==> src/rtl/cim_pkg.sv <==
// -----------------------------------------------------------------------------
// cim_pkg
// Shared definitions for the CIM column reduction stage: the accumulator state
// enum, default datapath widths and the adder-tree depth helper.
// -----------------------------------------------------------------------------
package cim_pkg;

  typedef enum logic [1:0] {
    IDLE  = 2'd0,
    ACCUM = 2'd1,
    OUT   = 2'd2
  } state_e;

  localparam int PROD_WIDTH_DEF = 16;
  localparam int ACC_WIDTH_DEF  = 32;

  // Number of registered reduction levels for a column of num_rows cells.
  function automatic int tree_depth(input int num_rows);
    return $clog2(num_rows);
  endfunction

endpackage

==> src/rtl/cim_column_accum_if.sv <==
// -----------------------------------------------------------------------------
// cim_column_accum_if
// Data bus of the column accumulator: the column's products/valids coming in
// from the cell array and the valid/ready result port going to the next stage.
//   in_data   : NUM_ROWS*PROD_WIDTH products, lane i at [i*PROD_WIDTH +: PROD_WIDTH]
//   in_valid  : per-lane valid
//   out_data  : final partial sum
//   out_valid : result available
//   out_ready : consumer accepts the result
// master = producer/consumer side, slave = accumulator side.
// -----------------------------------------------------------------------------
interface cim_column_accum_if
  import cim_pkg::*;
#(
  parameter int NUM_ROWS   = 8,
  parameter int PROD_WIDTH = PROD_WIDTH_DEF,
  parameter int ACC_WIDTH  = ACC_WIDTH_DEF
) ();

  logic [NUM_ROWS*PROD_WIDTH-1:0] in_data;
  logic [NUM_ROWS-1:0]            in_valid;
  logic [ACC_WIDTH-1:0]           out_data;
  logic                           out_valid;
  logic                           out_ready;

  modport master (
    output in_data, in_valid, out_ready,
    input  out_data, out_valid
  );

  modport slave (
    input  in_data, in_valid, out_ready,
    output out_data, out_valid
  );

endinterface

==> src/rtl/cim_adder_tree.sv <==
// -----------------------------------------------------------------------------
// cim_adder_tree
// Masks invalid lanes to zero and reduces NUM_ROWS products through
// L = log2(NUM_ROWS) registered levels of unsigned adders. A valid bit (OR of
// the lane valids) travels alongside, so sum_valid lines up with sum_data.
//   clk, rst_n   : clock, asynchronous active-high reset (name kept for
//                  consistency with the rest of the codebase)
//   in_data      : lane products, lane i at [i*PROD_WIDTH +: PROD_WIDTH]
//   in_valid     : per-lane valid
//   sum_data     : tree sum, PROD_WIDTH+L bits
//   sum_valid    : sum_data is a real vector sum
// -----------------------------------------------------------------------------
module cim_adder_tree
  import cim_pkg::*;
#(
  parameter int  NUM_ROWS   = 8,
  parameter int  PROD_WIDTH = PROD_WIDTH_DEF,
  localparam int L          = tree_depth(NUM_ROWS),
  localparam int SUM_W      = PROD_WIDTH + L
) (
  input  logic                           clk,
  input  logic                           rst_n,
  input  logic [NUM_ROWS*PROD_WIDTH-1:0] in_data,
  input  logic [NUM_ROWS-1:0]            in_valid,
  output logic [SUM_W-1:0]               sum_data,
  output logic                           sum_valid
);

  // Heap-ordered tree: node i has children 2i and 2i+1. Indices NUM_ROWS..
  // 2*NUM_ROWS-1 are the masked lanes (combinational), 1..NUM_ROWS-1 are the
  // registered adder outputs, node 1 being the root. All nodes share the full
  // sum width; the upper bits of the shallow levels are constant zero.
  logic [SUM_W-1:0] node   [1:2*NUM_ROWS-1];
  logic [SUM_W-1:0] node_d [1:NUM_ROWS-1];
  logic [SUM_W-1:0] node_q [1:NUM_ROWS-1];
  logic [L-1:0]     vld_d;
  logic [L-1:0]     vld_q;

  always_comb begin
    for (int i = 1; i < NUM_ROWS; i++) node[i] = node_q[i];
    for (int i = 0; i < NUM_ROWS; i++)
      node[NUM_ROWS+i] = in_valid[i] ? SUM_W'(in_data[i*PROD_WIDTH +: PROD_WIDTH]) : '0;
  end

  always_comb begin
    for (int i = 1; i < NUM_ROWS; i++) node_d[i] = node[2*i] + node[2*i+1];
    vld_d[0] = |in_valid;
    for (int i = 1; i < L; i++) vld_d[i] = vld_q[i-1];
  end

  // NOTE: the data registers are reset along with the valids so that a reset
  // mid-job leaves no stale partial sums anywhere in the pipeline.
  always_ff @(posedge clk or posedge rst_n) begin
    if (rst_n) begin
      node_q <= '{default: '0};
      vld_q  <= '0;
    end else begin
      // NOTE: non-blocking assignments so every level samples the values its
      // children held before this edge, not ones updated in the same edge.
      node_q <= node_d;
      vld_q  <= vld_d;
    end
  end

  assign sum_data  = node_q[1];
  assign sum_valid = vld_q[L-1];

endmodule

==> src/rtl/cim_column_accum.sv <==
// -----------------------------------------------------------------------------
// cim_column_accum
// Column reduction stage behind the CIM cell array. Reduces each column vector
// with cim_adder_tree, accumulates max(acc_len,1) valid tree sums into a
// saturating partial sum and offers it on a valid/ready port.
//   clk, rst_n : clock, asynchronous active-high reset (name kept for
//                consistency with the rest of the codebase)
//   start      : one-cycle pulse starting a job; accepted in IDLE, or in OUT
//                together with the result handshake
//   acc_len    : tree sums per job, sampled on an accepted start (0 means 1)
//   bus        : products/valids in, out_data/out_valid/out_ready result port
//   busy       : state is not IDLE
//   ovf        : sticky, a job saturated; cleared by an accepted start
//   drop       : sticky, a tree sum arrived with no job collecting it;
//                cleared by an accepted start
// -----------------------------------------------------------------------------
module cim_column_accum
  import cim_pkg::*;
#(
  parameter int NUM_ROWS   = 8,
  parameter int PROD_WIDTH = PROD_WIDTH_DEF,
  parameter int ACC_WIDTH  = ACC_WIDTH_DEF,
  parameter int CNT_WIDTH  = 8
) (
  input  logic                 clk,
  input  logic                 rst_n,
  input  logic                 start,
  input  logic [CNT_WIDTH-1:0] acc_len,
  cim_column_accum_if.slave    bus,
  output logic                 busy,
  output logic                 ovf,
  output logic                 drop
);

  localparam int SUM_W = PROD_WIDTH + tree_depth(NUM_ROWS);
  localparam int EXT_W = ACC_WIDTH + 1;

  logic [SUM_W-1:0] tree_sum;
  logic             tree_valid;

  cim_adder_tree #(
    .NUM_ROWS  (NUM_ROWS),
    .PROD_WIDTH(PROD_WIDTH)
  ) u_tree (
    .clk      (clk),
    .rst_n    (rst_n),
    .in_data  (bus.in_data),
    .in_valid (bus.in_valid),
    .sum_data (tree_sum),
    .sum_valid(tree_valid)
  );

  state_e               state_q, state_d;
  logic [ACC_WIDTH-1:0] acc_q, acc_d;
  logic [ACC_WIDTH-1:0] out_data_q, out_data_d;
  logic [CNT_WIDTH-1:0] rem_q, rem_d;
  logic                 out_valid_q, out_valid_d;
  logic                 ovf_q, ovf_d;
  logic                 drop_q, drop_d;
  logic                 handshake;
  logic                 load;
  logic [EXT_W-1:0]     acc_ext;
  logic [ACC_WIDTH-1:0] acc_sat;

  // One spare bit catches the carry out; any carry clamps to all ones.
  assign acc_ext   = {1'b0, acc_q} + EXT_W'(tree_sum);
  assign acc_sat   = acc_ext[ACC_WIDTH] ? '1 : acc_ext[ACC_WIDTH-1:0];
  assign handshake = out_valid_q && bus.out_ready;

  // State register.
  always_ff @(posedge clk or posedge rst_n) begin
    if (rst_n) state_q <= IDLE;
    else       state_q <= state_d;
  end

  // Next state; load marks an accepted start.
  always_comb begin
    state_d = state_q;
    load    = 1'b0;
    unique case (state_q)
      IDLE: begin
        if (start) begin
          load    = 1'b1;
          state_d = ACCUM;
        end
      end
      ACCUM: begin
        if (tree_valid && rem_q == CNT_WIDTH'(1)) state_d = OUT;
      end
      OUT: begin
        if (handshake) begin
          if (start) begin
            load    = 1'b1;
            state_d = ACCUM;
          end else begin
            state_d = IDLE;
          end
        end
      end
      default: state_d = IDLE;
    endcase
  end

  // Datapath next values.
  always_comb begin
    // NOTE: every variable gets its hold value first, so no path through
    // the block leaves one unassigned and infers a latch.
    acc_d       = acc_q;
    rem_d       = rem_q;
    out_data_d  = out_data_q;
    out_valid_d = out_valid_q;
    ovf_d       = ovf_q;
    drop_d      = drop_q;

    if (state_q == ACCUM && tree_valid) begin
      acc_d = acc_sat;
      rem_d = rem_q - CNT_WIDTH'(1);
      if (acc_ext[ACC_WIDTH]) ovf_d = 1'b1;
      if (rem_q == CNT_WIDTH'(1)) begin
        out_data_d  = acc_sat;
        out_valid_d = 1'b1;
      end
    end

    if (handshake) out_valid_d = 1'b0;

    if (load) begin
      acc_d  = '0;
      rem_d  = (acc_len == '0) ? CNT_WIDTH'(1) : acc_len;
      ovf_d  = 1'b0;
      drop_d = 1'b0;
    end

    // Loads only happen outside ACCUM, so this also covers a sum landing in
    // the start cycle; placed after the load so it wins over the clear.
    if (tree_valid && state_q != ACCUM) drop_d = 1'b1;
  end

  always_ff @(posedge clk or posedge rst_n) begin
    if (rst_n) begin
      acc_q       <= '0;
      rem_q       <= '0;
      out_data_q  <= '0;
      out_valid_q <= 1'b0;
      ovf_q       <= 1'b0;
      drop_q      <= 1'b0;
    end else begin
      acc_q       <= acc_d;
      rem_q       <= rem_d;
      out_data_q  <= out_data_d;
      out_valid_q <= out_valid_d;
      ovf_q       <= ovf_d;
      drop_q      <= drop_d;
    end
  end

  // Outputs, all straight from registers.
  always_comb begin
    busy          = (state_q != IDLE);
    bus.out_data  = out_data_q;
    bus.out_valid = out_valid_q;
    ovf           = ovf_q;
    drop          = drop_q;
  end

endmodule

==> src/flat_wrapper.sv <==
// flat-port wrapper written by rule: the top's interface ports become plain ports
module cim_column_accum_flat import cim_pkg::*;
#(
  parameter int NUM_ROWS   = 8,
  parameter int PROD_WIDTH = PROD_WIDTH_DEF,
  parameter int ACC_WIDTH  = ACC_WIDTH_DEF,
  parameter int CNT_WIDTH  = 8
)
  (clk, rst_n, start, acc_len, busy, ovf, drop, bus_in_data, bus_in_valid, bus_out_ready, bus_out_data, bus_out_valid);
  cim_column_accum_if #(.NUM_ROWS(NUM_ROWS), .PROD_WIDTH(PROD_WIDTH), .ACC_WIDTH(ACC_WIDTH)) bus_i ();
  input  logic clk;
  input  logic rst_n;
  input  logic start;
  input  logic [CNT_WIDTH-1:0] acc_len;
  output logic busy;
  output logic ovf;
  output logic drop;
  input wire logic [$bits(bus_i.in_data)-1:0] bus_in_data;
  input wire logic [$bits(bus_i.in_valid)-1:0] bus_in_valid;
  input wire logic [$bits(bus_i.out_ready)-1:0] bus_out_ready;
  output wire logic [$bits(bus_i.out_data)-1:0] bus_out_data;
  output wire logic [$bits(bus_i.out_valid)-1:0] bus_out_valid;
  assign bus_i.in_data = bus_in_data;
  assign bus_i.in_valid = bus_in_valid;
  assign bus_i.out_ready = bus_out_ready;
  assign bus_out_data = bus_i.out_data;
  assign bus_out_valid = bus_i.out_valid;
  cim_column_accum #(.NUM_ROWS(NUM_ROWS), .PROD_WIDTH(PROD_WIDTH), .ACC_WIDTH(ACC_WIDTH), .CNT_WIDTH(CNT_WIDTH)) u_core (.clk(clk), .rst_n(rst_n), .start(start), .acc_len(acc_len), .bus(bus_i), .busy(busy), .ovf(ovf), .drop(drop));
endmodule
==> config.mk <==
export PLATFORM = sky130hd
export DESIGN_NAME = cim_column_accum_flat
export DESIGN_NICKNAME = d
export VERILOG_FILES = /design/src/rtl/cim_pkg.sv /design/src/rtl/cim_column_accum_if.sv /design/src/rtl/cim_adder_tree.sv /design/src/rtl/cim_column_accum.sv /design/src/flat_wrapper.sv
export SDC_FILE = /design/constraint.sdc
export NUM_CORES = 1
export LEC_CHECK = 0
export CAP_MARGIN = 5
export CORE_MARGIN = 3
export CORE_UTILIZATION = 55
export CTS_BUF_LIST = sky130_fd_sc_hd__clkbuf_8
export CTS_CLUSTER_SIZE = 12
export DETAILED_ROUTE_END_ITERATION = 16
export PLACE_DENSITY = 0.82
export SYNTH_ARGS = -nofsm -noshare
export SYNTH_HDL_FRONTEND = slang
export SYNTH_SLANG_ARGS = --single-unit
export TNS_END_PERCENT = 30
==> constraint.sdc <==
create_clock -name clk -period 10.05 [get_ports clk]
set_input_delay 2.01 -clock clk [delete_from_list [all_inputs] [get_ports clk]]
set_output_delay 2.01 -clock clk [all_outputs]
set_load 0.005 [all_outputs]
==> flow_summary.yaml <==
power_and_ir_drop:
  vdd.ir_drop.worst_uv: 124
  p_per_area_mw_per_mm2: 252
  power_leakage_nw: 7.29
place:
  io_buffers: 183
  dp_hpwl_um: 23000
  dp.cells: 1916
  gp_congestion: 0.904
  place_area_mm2: 0.0156
logic_synthesis:
  synth_nets: 1744
  ys_types: 74
  synth-seq-cells: 203
  yosys_warnings: 0
  synthArstFlopShare: 1.00
  ys.flop_type: "dfrtp_1"
  synth-edff-count: 0
  syn-instance-count: 1451
  syn-mean-instance-area_um2: 9.31
  syn_area_mm2: 0.0135
  synth-seq-area-share: 0.376
routing:
  drt_iter0_drc: 786
  vias_per_cell: 5.67
  dr.pass1.iters: 5
  ant_nets: 0
  dr_total_vias: 11200
  wirelength_um: 29800
  drc: 0
  drt-wirelength-per-cell_um: 15.1
sta:
  layout_min_cycle_time_ps: 4700
  setup_tns_ps: 0
  hold_violations: 0
  max-slew-margin-rel: 0.203
  worst_pin_slew_ps: 1200
  rsz0062_at_grt: "no"
  clock_skew_ps: 14.1
  max_freq_ghz: 0.213
  setup_viol: 0
  final.period_utilization: 0.468
  slew_violations: 0
finish:
  nNetsFinal: 1926
  fillers: 1861
  layout.cells.non_filler: 1971
  layout-drive-gt1-share: 0.0454
  diodes: 0
  areaGrowthSynthToFinish_pct: 21.0
  design_area_mm2: 0.0163
  layout_commonest_cell: "dfrtp_1"
  layout_common_cells: "203 x dfrtp_1, 183 x clkdlybuf4s50_1, 137 x ha_1"
grt:
  grt_pass1_wl_um: 50400
  antenna_found_initial: 0
  grt_pass1_vias: 11000
  grt_usage: 0.226
  grt_overflow: 0
  grt_max_degree: 141
floorplan:
  boundaryPins: 184
  fp.dieH_um: 163
  initial_core_util: 0.567
  die_w_um: 163
  coreArea_mm2: 0.0238
  fp-row-count: 56
  die-area_mm2: 0.0265
critical_path:
  end_kind: "register"
  r2r_slack_ps: 6690
  path_class: "primary input to register"
  r2r_cells: 8
  crit_fanout: 17
  arrival_ps: 5080
  cp-start-kind: "primary input"
  worst_ep_required_time_ps: 10430
clock_tree:
  clockBufferDepth: 3
  cts-resized-gates: 0
  cts_tree: "done"
  clk_latency_ps: 510
  numCtsBuffers: 34
  root_buffer: "clkbuf_8"
  htree_levels: 2
  numClockSinks: 203
  postCtsSetupBuffers: 0
  clkTransAtPathRegs_ps: 60
  hold_buffers: 0
worst_hold_path:
  hold_class: "register to register"
  min_delay_path_depth: 0
run_status:
  status: "complete, no violations"
flow_run:
  drv_cap: 0
## flip-flops by register name, indices dropped and copies added (netlist names)
register,cells
u_core.u_tree.sum_data,19
u_core.bus.out_valid,1
u_core.rem_q,8
u_core.drop,1
u_core.acc_q,32
u_core.ovf,1
u_core.u_tree.node,104
u_core.u_tree.vld_q,3
u_core.bus.out_data,32
u_core.state_q,2
## path summary, 6_finish.rpt
| kind | end | startpoint |
|---|---|---|
| worst max-delay path | u_core.u_tree.node[206]$_DFF_PP0_ | bus_in_valid[3] |
| worst min-delay path | u_core.u_tree.vld_q[2]$_DFF_PP0_ | u_core.u_tree.vld_q[1]$_DFF_PP0_ |
| worst max register to register | u_core.acc_q[30]$_DFFE_PP0P_ | u_core.acc_q[5]$_DFFE_PP0P_ |
| worst min register to register | u_core.u_tree.vld_q[2]$_DFF_PP0_ | u_core.u_tree.vld_q[1]$_DFF_PP0_ |
| max in group asynchronous | u_core.u_tree.node[157]$_DFF_PP0_ | rst_n |
| min in group asynchronous | u_core.rem_q[3]$_DFFE_PP0P_ | rst_n |
## area by class of cell
| cell class | instances | area, µm² | area share |
|---|---|---|---|
| Clock inverter | 15 | 195 | 0.0120 |
| Timing Repair Buffer | 187 | 1860 | 0.114 |
| Tap cell | 319 | 399 | 0.0244 |
| Inverter | 37 | 146 | 0.00896 |
| Clock buffer | 40 | 551 | 0.0337 |
| Sequential cell | 203 | 5080 | 0.311 |
| Multi-Input combinational cell | 1170 | 8100 | 0.496 |
## cell families (layout without fill, tap and decap cells)
group	Yosys count	in the layout	share of synthesized area
buffers and inverters	78	279	0.0240
adders and majority gates	145	145	0.139
AOI/OAI and AO/OA	384	384	0.188
DFF	203	203	0.376
muxes	2	2	0.00148
xor gates and xnor gates	103	103	0.0668
and+or+nand+nor	536	536	0.205
## through the flow
step / hold WS (ps) / utilization / power [mW] / worst slack (ps)
floorplan: 331 / - / 2.76 / 2500
global placement: 333 / 0.654 / 3.22 / 4960
detailed placement: 346 / 0.654 / 3.30 / 4830
CTS: 360 / 0.686 / 4.11 / 5370
global route: 362 / 0.686 / 4.45 / 5030
finish: 357 / 0.686 / 4.11 / 5350
## Yosys cell counts, types with 20 or more instances
cell type | number | share of area
dfrtp_1 | 203 | 0.38
ha_1 | 137 | 0.13
and2_1 | 134 | 0.062
o21ai_0 | 98 | 0.036
nand2_1 | 97 | 0.027
nor2_1 | 97 | 0.027
a21oi_1 | 93 | 0.034
xnor2_1 | 80 | 0.052
nand3_1 | 51 | 0.019
nor3_1 | 50 | 0.019
inv_1 | 37 | 0.010
clkbuf_1 | 29 | 0.0081
a21o_1 | 26 | 0.014
and3_1 | 26 | 0.012
xor2_1 | 23 | 0.015
a211oi_1 | 20 | 0.011
## power by group
part,switching [mW],leakage (nW),internal (mW),total [mW]
clock,0.312,0.402,0.488,0.800
sequential,0.144,2.49,1.10,1.24
combinational,1.15,4.40,0.922,2.07
## critical path: stages
cell and delay (ps):
clkdlybuf4s50_1 690, and2_1 280, ha_1 250, fa_1 410
a21oi_1 250, o211ai_1 180, nand2_1 90, o21ai_0 100
o41ai_1 470, o21a_1 240, o21ai_0 100
## routing by layer
layer  vias to the layer above  GRT usage  part of all wire  wire, µm
met4                         0     0.0596             0.020       584
met1                      5207      0.312              0.47     14000
li1                       5608          -                 -         -
met3                        43     0.0346             0.049      1460
met5                         -          0                 0         0
met2                       323      0.375              0.46     13800
Power figures use the tool's default switching activity.
